## src/rtl/hazard_forwarding_unit.sv

```systemverilog
// Hazard and forwarding control for a 5-stage pipeline: load-use stall, redirect flush,
// operand forwarding selects and a saturating load-use stall counter.
module hazard_forwarding_unit #(
  parameter int REG_ADDR_W = 5,
  parameter int CNT_W      = 16
) (
  input  logic                  clk,
  input  logic                  rst_n,
  input  logic [REG_ADDR_W-1:0] ID_rs1,
  input  logic [REG_ADDR_W-1:0] ID_rs2,
  input  logic                  ID_uses_rs1,
  input  logic                  ID_uses_rs2,
  input  logic [REG_ADDR_W-1:0] ID_rd,
  input  logic                  ID_Load_Instr,
  input  logic                  ID_RF_Enable,
  input  logic                  EX_redirect,
  output logic                  cu_mux_select,
  output logic                  pc_load_en,
  output logic                  ifid_load_en,
  output logic                  ifid_flush,
  output logic [1:0]            fwd_rs1_sel,
  output logic [1:0]            fwd_rs2_sel,
  output logic [CNT_W-1:0]      stall_count
);

  typedef struct packed {
    logic [REG_ADDR_W-1:0] rd;
    logic                  rf_en;
    logic                  load;
  } slot_t;

  slot_t ex_p1, mem_p2, wb_p3;
  slot_t id_slot;
  logic  load_use;
  logic  stall_cycle;

  // x0 is hard-wired to zero, so a write to it is never a real producer.
  function automatic logic writes_reg(input slot_t s, input logic [REG_ADDR_W-1:0] r);
    return s.rf_en && (s.rd == r) && (r != '0);
  endfunction

  function automatic logic [1:0] fwd_select(input logic uses, input logic [REG_ADDR_W-1:0] r,
                                            input slot_t ex, input slot_t mem, input slot_t wb);
    if (!uses)                 return 2'b00;
    if (writes_reg(ex, r))     return 2'b01;
    if (writes_reg(mem, r))    return 2'b10;
    if (writes_reg(wb, r))     return 2'b11;
    return 2'b00;
  endfunction

  function automatic logic [CNT_W-1:0] sat_inc(input logic [CNT_W-1:0] v);
    return (&v) ? v : v + {{(CNT_W-1){1'b0}}, 1'b1};
  endfunction

  assign id_slot = '{rd: ID_rd, rf_en: ID_RF_Enable, load: ID_Load_Instr};

  always_comb begin
    load_use = ex_p1.load &&
               ((ID_uses_rs1 && writes_reg(ex_p1, ID_rs1)) ||
                (ID_uses_rs2 && writes_reg(ex_p1, ID_rs2)));
    // A redirect kills the ID instruction, so its load-use hazard never stalls.
    stall_cycle   = load_use && !EX_redirect;
    cu_mux_select = 1'b0;
    pc_load_en    = 1'b1;
    ifid_load_en  = 1'b1;
    ifid_flush    = 1'b0;
    if (!rst_n) begin
      cu_mux_select = 1'b1;
      ifid_flush    = 1'b1;
      pc_load_en    = 1'b0;
      ifid_load_en  = 1'b0;
    end else if (EX_redirect) begin
      cu_mux_select = 1'b1;
      ifid_flush    = 1'b1;
    end else if (load_use) begin
      cu_mux_select = 1'b1;
      pc_load_en    = 1'b0;
      ifid_load_en  = 1'b0;
    end
    fwd_rs1_sel = rst_n ? fwd_select(ID_uses_rs1, ID_rs1, ex_p1, mem_p2, wb_p3) : 2'b00;
    fwd_rs2_sel = rst_n ? fwd_select(ID_uses_rs2, ID_rs2, ex_p1, mem_p2, wb_p3) : 2'b00;
  end

  // ID -> EX -> MEM -> WB shadow advance; a bubbled ID enters EX as an empty slot.
  always_ff @(posedge clk or negedge rst_n) begin
    if (!rst_n) begin
      ex_p1       <= '0;
      mem_p2      <= '0;
      wb_p3       <= '0;
      stall_count <= '0;
    end else begin
      ex_p1  <= cu_mux_select ? slot_t'('0) : id_slot;
      mem_p2 <= ex_p1;
      wb_p3  <= mem_p2;
      if (stall_cycle)
        stall_count <= sat_inc(stall_count);
    end
  end

endmodule
```

## config.mk

```make
export PLATFORM = sky130hd
export DESIGN_NAME = hazard_forwarding_unit
export DESIGN_NICKNAME = d
export VERILOG_FILES = /design/src/rtl/hazard_forwarding_unit.sv
export SDC_FILE = /design/constraint.sdc
export NUM_CORES = 1
export LEC_CHECK = 0
export ABC_AREA = 1
export BUFFER_PORTS_ARGS = -buffer_cell sky130_fd_sc_hd__buf_2
export CAP_MARGIN = 20
export CORE_MARGIN = 4
export CORE_UTILIZATION = 61
export CTS_BUF_LIST = sky130_fd_sc_hd__clkbuf_4 sky130_fd_sc_hd__clkbuf_8
export DETAILED_ROUTE_END_ITERATION = 12
export HOLD_SLACK_MARGIN = 0.1
export PLACE_DENSITY_LB_ADDON = 0.2
export SETUP_SLACK_MARGIN = 0.2
export SLEW_MARGIN = 25
export SYNTH_ARGS = -nofsm -noshare
export SYNTH_HDL_FRONTEND = slang
export SYNTH_SLANG_ARGS = --single-unit
```

## constraint.sdc

```tcl
create_clock -name clk -period 3.3 [get_ports clk]
set_input_delay 0.495 -clock clk [delete_from_list [all_inputs] [get_ports clk]]
set_output_delay 0.495 -clock clk [all_outputs]
set_load 0.005 [all_outputs]
```

==> results of run 1 <==
[metrics by stage]
| step | cell area, um^2 | total power (W) | utilization |
|---|---|---|---|
| 2_1_floorplan | 2160 | 0.000499 | - |
| 3_3_place_gp | 2410 | 0.000539 | 0.712 |
| 3_5_place_dp | 2410 | 0.000541 | 0.712 |
| 4_1_cts | 2530 | 0.000938 | 0.746 |
| 5_1_grt | 2530 | 0.000975 | 0.746 |
| 6_report | 2530 | 0.000931 | 0.746 |
[worst max-delay path, delay by kind of cell (launching register included)]
kind	cells	cell delay (ps)
AO/OA/AOI/OAI	1	120
flip-flops	1	420
AND/OR/NAND/NOR	6	820
buffers and inverters	2	250
[power groups by stage]
stage	logic [W]	clock network, W	registers, W
floorplan	0.0000461	0	0.000453
global placement	0.0000833	0	0.000455
detailed placement	0.0000855	0	0.000456
CTS	0.0000869	0.000403	0.000448
global route	0.0000982	0.000428	0.000449
finish	0.0000865	0.000397	0.000448
[registers in the layout (all words and copies together), names as in the netlist]
register	cells
stall_count	16
ex_p1	7
mem_p2	6
wb_p3	6
[worst paths after layout]
check	start	endpoint	slack, ps
setup / recovery	ex_p1[5]$_DFF_PN0_	cu_mux_select	850
hold / removal	ID_rd[0]	ex_p1[2]$_DFF_PN0_	340
setup reg to reg	stall_count[0]$_DFFE_PN0P_	stall_count[0]$_DFFE_PN0P_	1380
hold reg to reg	ex_p1[1]$_DFF_PN0_	mem_p2[1]$_DFF_PN0_	400
max in group asynchronous	rst_n	stall_count[13]$_DFFE_PN0P_	2080
min in group asynchronous	rst_n	wb_p3[2]$_DFF_PN0_	560
[layer usage]
layer	up-vias	GRT usage	share of wire
met5	-	0	0
met4	0	0.111	0.024
met3	11	0.0549	0.054
met2	63	0.446	0.53
met1	914	0.257	0.39
li1	996	-	-
[layout make-up]
class | count | area (um^2) | share of cell area
Clock buffer | 5 | 37.5 | 0.0149
Clock inverter | 3 | 67.6 | 0.0267
Inverter | 42 | 158 | 0.0624
Multi-Input combinational cell | 211 | 1090 | 0.431
Sequential cell | 35 | 876 | 0.347
Tap cell | 46 | 57.6 | 0.0228
Timing Repair Buffer | 47 | 243 | 0.0960
[synthesized netlist by cell type]
cell | n | area share
a21oi_1 | 6 | 0.014
a21oi_2 | 1 | 0.0041
buf_4 | 1 | 0.0035
buf_6 | 1 | 0.0052
buf_8 | 1 | 0.0070
clkbuf_1 | 1 | 0.0017
clkinv_1 | 1 | 0.0017
dfrtp_1 | 35 | 0.41
ha_1 | 1 | 0.0058
inv_1 | 38 | 0.066
inv_2 | 3 | 0.0052
nand2_1 | 107 | 0.19
nand2_2 | 4 | 0.012
nand2_4 | 1 | 0.0052
nand3_1 | 10 | 0.023
nand3_2 | 4 | 0.019
nand3_4 | 1 | 0.0081
nand4_1 | 6 | 0.017
nand4_4 | 1 | 0.0098
nor2_1 | 29 | 0.050
nor2_2 | 2 | 0.0058
nor2_4 | 2 | 0.010
nor3_1 | 4 | 0.0093
nor3_4 | 1 | 0.0075
o211ai_1 | 2 | 0.0070
o21ai_0 | 2 | 0.0046
o21bai_1 | 1 | 0.0035
o22ai_1 | 3 | 0.0087
xnor2_1 | 10 | 0.041
xor2_1 | 13 | 0.053
[cell families (layout without fill, tap and decap cells)]
family | count (synthesis) | after routing
adder cells (fa/ha/maj) | 1 | 1
flip-flops | 35 | 35
XOR/XNOR | 23 | 23
AO/OA/AOI/OAI | 15 | 15
buffers and inverters | 46 | 97
AND/OR/NAND/NOR | 172 | 172
==> flow_summary.ini, run 1 <==
[final_layout]
n_antenna_cell = 0
stdcell_count = 389
final_cell_mix = nand2_1 (107), buf_2 (45), inv_1 (38)
area_growth_syn_to_layout_pct = 17.0
fill_cells = 275
nets = 365
layout-drive-gt1-share = 0.216
final_common_cell = nand2_1

[synthesis]
synthCells = 292
synth_fa_ha_area_frac = 0.00579
synth_compound_area_frac = 0.0417
synth_xor_area_frac = 0.0933
ys_ff_latch = 35
syn-num-nets = 315
synth_top_family_by_area = simple AND/OR/NAND/NOR gates
yosysWarnings = 0
yosysSeqAreaShare = 0.406
syn_area_um2 = 2160
synthMuxAreaShare = 0
yosys.area_share.simple = 0.363
avgSynthCellArea_um2 = 7.40
yosysUniqueCellTypes = 30

[pwr]
p_sw_frac = 0.241
leakage_nw = 1.35
peakVddDrop_v = 0.000277
power.internal_w = 0.000706
switching_power_w = 0.000225
power_density_nw_per_um2 = 368
seq_power_share = 0.481
power_frac_comb = 0.093
clock_power_share = 0.426

[drt]
ant_nets = 0
finalWirelength_mm = 4.91
drt-initial-drc-count = 110
vias = 1984
first_pass_iters = 4
viasPerCell = 5.10
remaining_drc_errors = 0
post_drt_wl_per_cell_um = 12.6

[die]
std_cell_rows = 21
die_x_um = 67.5
pin_count = 46
start_util = 0.637
dieArea_um2 = 4560
core-area_um2 = 3390
fp.dieH_um = 67.5

[grt]
grt_pass1_vias = 1913
track_usage = 0.241
grt_max_degree = 28
globalRouteOverflowTotal = 0
grt_pass1_wl_mm = 8.05
antenna_found_initial = 0

[setup_path]
reg2regPathDepth = 9
required_ps = 2800
path_cells = inv_1, a21oi_1, nand2_1, nor2_1, nand3_2, nand2_4, nand2_1, nand3_1, buf_2
path_common_cell = nand2_1
critical_path_class = flop to output pin
critical-path-max-stage-delay_ps = 420
cp.arrival_ps = 1950
crit_path_end_kind = output pin
cp_max_fo = 8
setup.worst_path.start_class = flop
slowest_stage = dfrtp_1

[timing]
maxSlewHeadroom = 0.723
fin_crit_sh = 0.742
rsz0062_at_grt = no
finalSetupTns_ps = 0
clock_skew_ps = 6.12
final-hold-violation-count = 0
worst_slew_pin_slew_ps = 415
slew_violations = 0
worst_slack_ps = 852
period_needed_ps = 2450
finalSetupViolCount = 0
fmax_mhz = 409
hold_ws_ps = 335

[clock_network]
clock-sinks = 35
cts_resized = 0
cts.clk_slew.worst_paths_ps = 120
clock_latency_ps = 350
cts_hold_buffers = 1
root_buffer = clkbuf_4
cts_buffers = 5
cts_tree = built
h-tree-depth = 2
postCtsSetupBuffers = 0
clock_path_buffers = 2

[worst_hold_path]
holdPathStages = 3
hold_class = input pin to flop

[run_status]
run_status = finished, final reports clean

[job]
max-cap-violations = 0

[placement]
place_congestion = 0.934
placement.setup.worst_slack_ps = 1040
dp.cells = 380
portBuffers = 45
dpl.hpwl_mm = 3.71
(Power assumes the default switching activity.)
==> run 2: changes to the inputs <==
- ABC_AREA: 1 -> 0
- CORE_UTILIZATION: 61 -> 49
- clock period: 3.3 -> 2 ns (I/O delays scaled with it)
==> run 2 against run 1 <==
Net effect: the run now ends with negative setup slack left; sequential share of layout area decreased by 2.8 points; non-clock buffer count increased by 34; register-to-register slack lost 1300 ps; critical path depth decreased by 2; critical path type is now input pin to output pin; critical endpoint is now pc_load_en; largest cell class unchanged; largest power group unchanged.
==> flow_summary.ini, run 2 <==
[run_status]
run_status = finished, violations left
violations = negative setup slack

[final_layout]
largest_reg_flops = 16
final_common_cell = buf_2
layout-drive-gt1-share = 0.484
area_growth_syn_to_layout_pct = 50.6
fin_util = 0.794
nets = 278
stdcell_area_um2 = 2760
fill_cells = 219
largest-register = stall_count
final_cell_mix = buf_2 (43), dfrtp_1 (34), buf_4 (31)
top_regs = stall_count (16), ex_p1 (7)
n_antenna_cell = 0

[clock_network]
clock_latency_ps = 290
clock-sinks = 35
cts_tree = built
h-tree-depth = 2
cts_buffers = 5
clock_path_buffers = 2
cts.clk_slew.worst_paths_ps = 60
root_buffer = clkbuf_8

[synthesis]
synth_top_family_by_area = simple AND/OR/NAND/NOR gates
yosysUniqueCellTypes = 29
synth_most_common_cell = dfrtp_1
synth_fa_ha_area_frac = 0.00684
ys.flop_type = dfrtp_1
yosysWarnings = 0
syn-num-nets = 193
synthMuxAreaShare = 0.00821
yosys.area_share.simple = 0.235
ys_top_cells_by_count = dfrtp_1 (35), xnor2_1 (23), xor2_1 (22)
syn_area_um2 = 1830
yosysTopAreaCellShare = 0.479
synth_xor_area_frac = 0.215
synth_top_area_cell = dfrtp_1
avgSynthCellArea_um2 = 10.8
synthTopCellsByArea = dfrtp_1 (48%), xnor2_1 (11%), xor2_1 (11%)
synthArstFlopShare = 1.00
synth_compound_area_frac = 0.0349
synthCells = 170
ys_ff_latch = 35
synth_edf_count = 0
yosysSeqAreaShare = 0.479

[drt]
drt-initial-drc-count = 116
first_pass_iters = 4
finalWirelength_mm = 5.37
viasPerCell = 5.45
remaining_drc_errors = 0
vias = 1647
ant_nets = 0
post_drt_wl_per_cell_um = 17.8

[timing]
period_needed_ps = 2050
fin_crit_sh = 1.03
fmax_mhz = 488
finalSetupViolCount = 5
worst_slack_ps = -50.8
clock_skew_ps = 6.79
final-hold-violation-count = 0
worst_slew_pin_slew_ps = 412
slew_violations = 0
maxSlewHeadroom = 0.725
rsz0062_at_grt = yes
hold_ws_ps = 216

[die]
fp.dieH_um = 69.1
std_cell_rows = 21
dieArea_um2 = 4770
die_x_um = 69.1
start_util = 0.527
core-area_um2 = 3470
pin_count = 46

[setup_path]
critical-path-max-stage-delay_ps = 550
crit_buf_inv = 2
slowest_stage = or4_4
setup.worst_path.start_class = input pin
cp.arrival_ps = 1750
critical_path_class = input pin to output pin
required_ps = 1700
cp_max_fo = 3
path_cells = buf_6, or4_4, nor2_4, nor3_4, a22o_4, a21boi_2, buf_2
critPathTopFamily = simple AND/OR/NAND/NOR gates
crit_path_end_kind = output pin

[placement]
portBuffers = 45
place_congestion = 0.886
dpl.hpwl_mm = 3.60
dpl_cell_area_um2 = 2290

[pwr]
power_density_nw_per_um2 = 542
leakage_nw = 1.35
peakVddDrop_v = 0.000420

[grt]
grt_pass1_wl_mm = 8.60
globalRouteOverflowTotal = 0
antenna_found_initial = 0
grt_max_degree = 22
track_usage = 0.225
grt_pass1_vias = 1743

[job]
max-cap-violations = 0

[worst_hold_path]
hold_class = input pin to flop
[run 2: cell types whose count changed after synthesis, moves of 7 or more]
| cell | before | now |
|---|---|---|
| and2_1 | 0 | 7 |
| inv_1 | 38 | 4 |
| nand2_1 | 107 | 11 |
| nand3_1 | 10 | 3 |
| nand4_1 | 6 | 13 |
| nor2_1 | 29 | 7 |
| nor3_1 | 4 | 15 |
| nor4_1 | 0 | 7 |
| xnor2_1 | 10 | 23 |
| xor2_1 | 13 | 22 |
[run 2: routing by layer]
layer  share of wire  track usage  vias up
li1                -            -      760
met1            0.43        0.286      831
met2            0.49        0.359       47
met3           0.061       0.0741        9
met4           0.018       0.0759        0
met5               0            0        -
[run 2: path summary, 6_finish.rpt]
check                                        start                          to  slack [ps]  cells past startpoint
min in group asynchronous                    rst_n          wb_p3[2]$_DFF_PN0_         370                      2
max in group asynchronous                    rst_n  stall_count[0]$_DFFE_PN0P_        1080                      3
worst min-delay path                      ID_rd[0]          ex_p1[2]$_DFF_PN0_         220                      2
worst max-delay path                     ID_rs2[1]                  pc_load_en         -50                      7
worst min register to register  ex_p1[1]$_DFF_PN0_         mem_p2[1]$_DFF_PN0_         410                      0
worst max register to register  ex_p1[6]$_DFF_PN0_  stall_count[5]$_DFFE_PN0P_          90                      8
[run 2: final cells by class]
type	count	area (um^2)	share of cell area
repair buffers	81	534	0.194
well taps	46	57.6	0.0209
inverters	4	15.0	0.00545
multi-input cells	128	1170	0.424
flip-flops and latches	35	877	0.318
clock buffers	8	104	0.0377
[run 2: stage by stage]
stage	power (W)	instances	setup TNS (ps)	setup WS, ps
after floorplan	0.000814	170	0	131
after global placement	0.000900	282	-47.1	-24.2
after detailed placement	0.000908	282	-113	-35.5
after CTS	0.00149	296	-45.0	-20.1
after global routing	0.00156	302	-721	-111
final	0.00149	302	-193	-50.8
[run 2: kinds of logic (layout without fill, tap and decap cells)]
family,after synthesis,after routing
fa+ha+maj,1,1
flops,35,35
mux,1,1
buf+inv,7,93
compound gates,6,6
simple gates,75,75
xor+xnor,45,45
[run 2: repair_timing]
item	in CTS	in global routing
hold endpoints to repair	14	0
pin swaps	14	12
hold buffers	1	0
resized for setup	27	17
endpoints found under the setup margin	29	23
setup buffers	5	6
[run 2: power by group]
part	internal, W	leakage, nW	switching [W]
clock	0.000328	0.0549	0.000251
combinational	0.0000850	0.819	0.0000885
sequential	0.000723	0.478	0.0000176
==> run 3: changes to the inputs <==
- CORE_UTILIZATION: 49 -> 55
- clock period: 2 -> 2.2 ns (I/O delays scaled with it)
==> run 3 against run 2 <==
Net effect: the flow now finishes without violations; clock power is 39% lower; non-clock buffer count decreased by 17; final cell count decreased by 6.0%; final area shrank 9.0%; wire length fell by 7.7%; sequential power is 9.2% lower; worst setup slack improved by 140 ps; via count fell by 0.61%; sequential cell count unchanged; clock-buffer cell count is 2 lower; worst hold slack lost 24 ps; critical endpoint is now cu_mux_select; largest cell class unchanged; highest routed layer unchanged.
==> flow_summary.ini, run 3 (synthesis gave the netlist of run 2 again) <==
[run_status]
run_status = finished, final reports clean

[final_layout]
n_antenna_cell = 0
area_growth_syn_to_layout_pct = 37.1
largest_reg_flops = 16
nets = 262
fin_util = 0.802
top_regs = stall_count (16), ex_p1 (7)
largest-register = stall_count
layout-drive-gt1-share = 0.408
stdcell_area_um2 = 2510
final_cell_mix = buf_2 (41), dfrtp_1 (34), xor2_1 (22)
final_common_cell = buf_2

[clock_network]
h-tree-depth = 2
clock_latency_ps = 340
clock-sinks = 35
cts.clk_slew.worst_paths_ps = 100
cts_tree = built
cts_buffers = 5
root_buffer = clkbuf_4
clock_path_buffers = 2

[setup_path]
slowest_stage = or4_4
cp.arrival_ps = 1790
required_ps = 1870
setup.worst_path.start_class = input pin
critical_path_class = input pin to output pin
cp_max_fo = 4
crit_path_end_kind = output pin
critical-path-max-stage-delay_ps = 500
path_cells = buf_4, or4_4, nor2_4, nor3_4, a22o_4, a21oi_4, inv_1, buf_2
r2r_start = ex_p1[4]$_DFF_PN0_
startpoint = ID_rs2[3]
critPathTopFamily = simple AND/OR/NAND/NOR gates
crit_buf_inv = 3

[die]
fp.dieH_um = 65.7
dieArea_um2 = 4310
die_x_um = 65.7
std_cell_rows = 20
pin_count = 46
start_util = 0.585
core-area_um2 = 3130

[placement]
dpl.hpwl_mm = 3.23
dpl_cell_area_um2 = 2150
place_congestion = 0.951
portBuffers = 45

[grt]
globalRouteOverflowTotal = 0
grt_pass1_wl_mm = 7.19
antenna_found_initial = 0
track_usage = 0.223
grt_max_degree = 13
grt_pass1_vias = 1547

[timing]
hold_ws_ps = 192
period_needed_ps = 2120
final-hold-violation-count = 0
fmax_mhz = 473
clock_skew_ps = 9.20
finalSetupTns_ps = 0
fin_crit_sh = 0.961
worst_slew_pin_slew_ps = 651
maxSlewHeadroom = 0.565
slew_violations = 0
finalSetupViolCount = 0
rsz0062_at_grt = yes

[job]
max-cap-violations = 0

[pwr]
power_w = 0.00118
leakage_nw = 1.21
power_density_nw_per_um2 = 470
peakVddDrop_v = 0.000391

[drt]
ant_nets = 0
remaining_drc_errors = 0
finalWirelength_mm = 4.95
post_drt_wl_per_cell_um = 17.4
drt-initial-drc-count = 130
viasPerCell = 5.76
vias = 1637
first_pass_iters = 4

[worst_hold_path]
hold_class = input pin to flop
hold_start = ID_rd[3]
[run 3: final timing paths]
path / to / slack [ps] / cells after the start
worst max-delay path: cu_mux_select / 80 / 8
worst min-delay path: ex_p1[5]$_DFF_PN0_ / 190 / 2
worst max register to register: stall_count[1]$_DFFE_PN0P_ / 150 / 8
worst min register to register: wb_p3[1]$_DFF_PN0_ / 420 / 0
max in group asynchronous: mem_p2[5]$_DFF_PN0_ / 620 / 3
min in group asynchronous: mem_p2[2]$_DFF_PN0_ / 560 / 3
[run 3: metal layers]
metal | vias to the layer above | share of wire | track usage | routed length (um)
met3 | 19 | 0.076 | 0.0667 | 377
li1 | 732 | - | - | -
met5 | - | 0 | 0 | 0
met4 | 0 | 0.028 | 0.106 | 140
met2 | 80 | 0.49 | 0.334 | 2400
met1 | 806 | 0.41 | 0.295 | 2030
[run 3: area by class of cell]
| class | instances | area (um^2) |
|---|---|---|
| clock buffer | 6 | 45.0 |
| clock inverter | 2 | 12.5 |
| fill | 186 | 621 |
| inverter | 4 | 15.0 |
| multi-input combinational | 129 | 1100 |
| sequential | 35 | 877 |
| tap | 44 | 55.1 |
| timing repair buffer | 64 | 405 |
[run 3: per-stage QoR]
| step | instances | setup WS (ps) |
|---|---|---|
| final | 284 | 84.9 |
| after global routing | 284 | -5.35 |
| after CTS | 280 | 124 |
| after detailed placement | 264 | 15.1 |
| after global placement | 264 | 38.4 |
| after floorplan | 170 | 206 |
[run 3: worst register-to-register path: cells and delay by family (launching register included)]
kind / cells / cell delay [ps]
buffers and inverters: 2 / 260
xor gates and xnor gates: 1 / 160
and+or+nand+nor: 3 / 640
DFF: 1 / 450
muxes: 1 / 320
AOI/OAI and AO/OA: 1 / 120
[run 3: power breakdown]
| part | switching [W] | internal [W] |
|---|---|---|
| clock network | 0.000218 | 0.000136 |
| registers | 0.0000165 | 0.000657 |
| logic | 0.0000778 | 0.0000739 |
| total | 0.000312 | 0.000866 |
[run 3: what timing repair did]
action,4_1_cts,5_1_grt
gates resized for setup,18,18
endpoints found under the setup margin,9,14
setup buffers,6,3
gates cloned,0,1
endpoints found under the hold margin,12,0
hold buffers,2,0
pin swaps,12,9
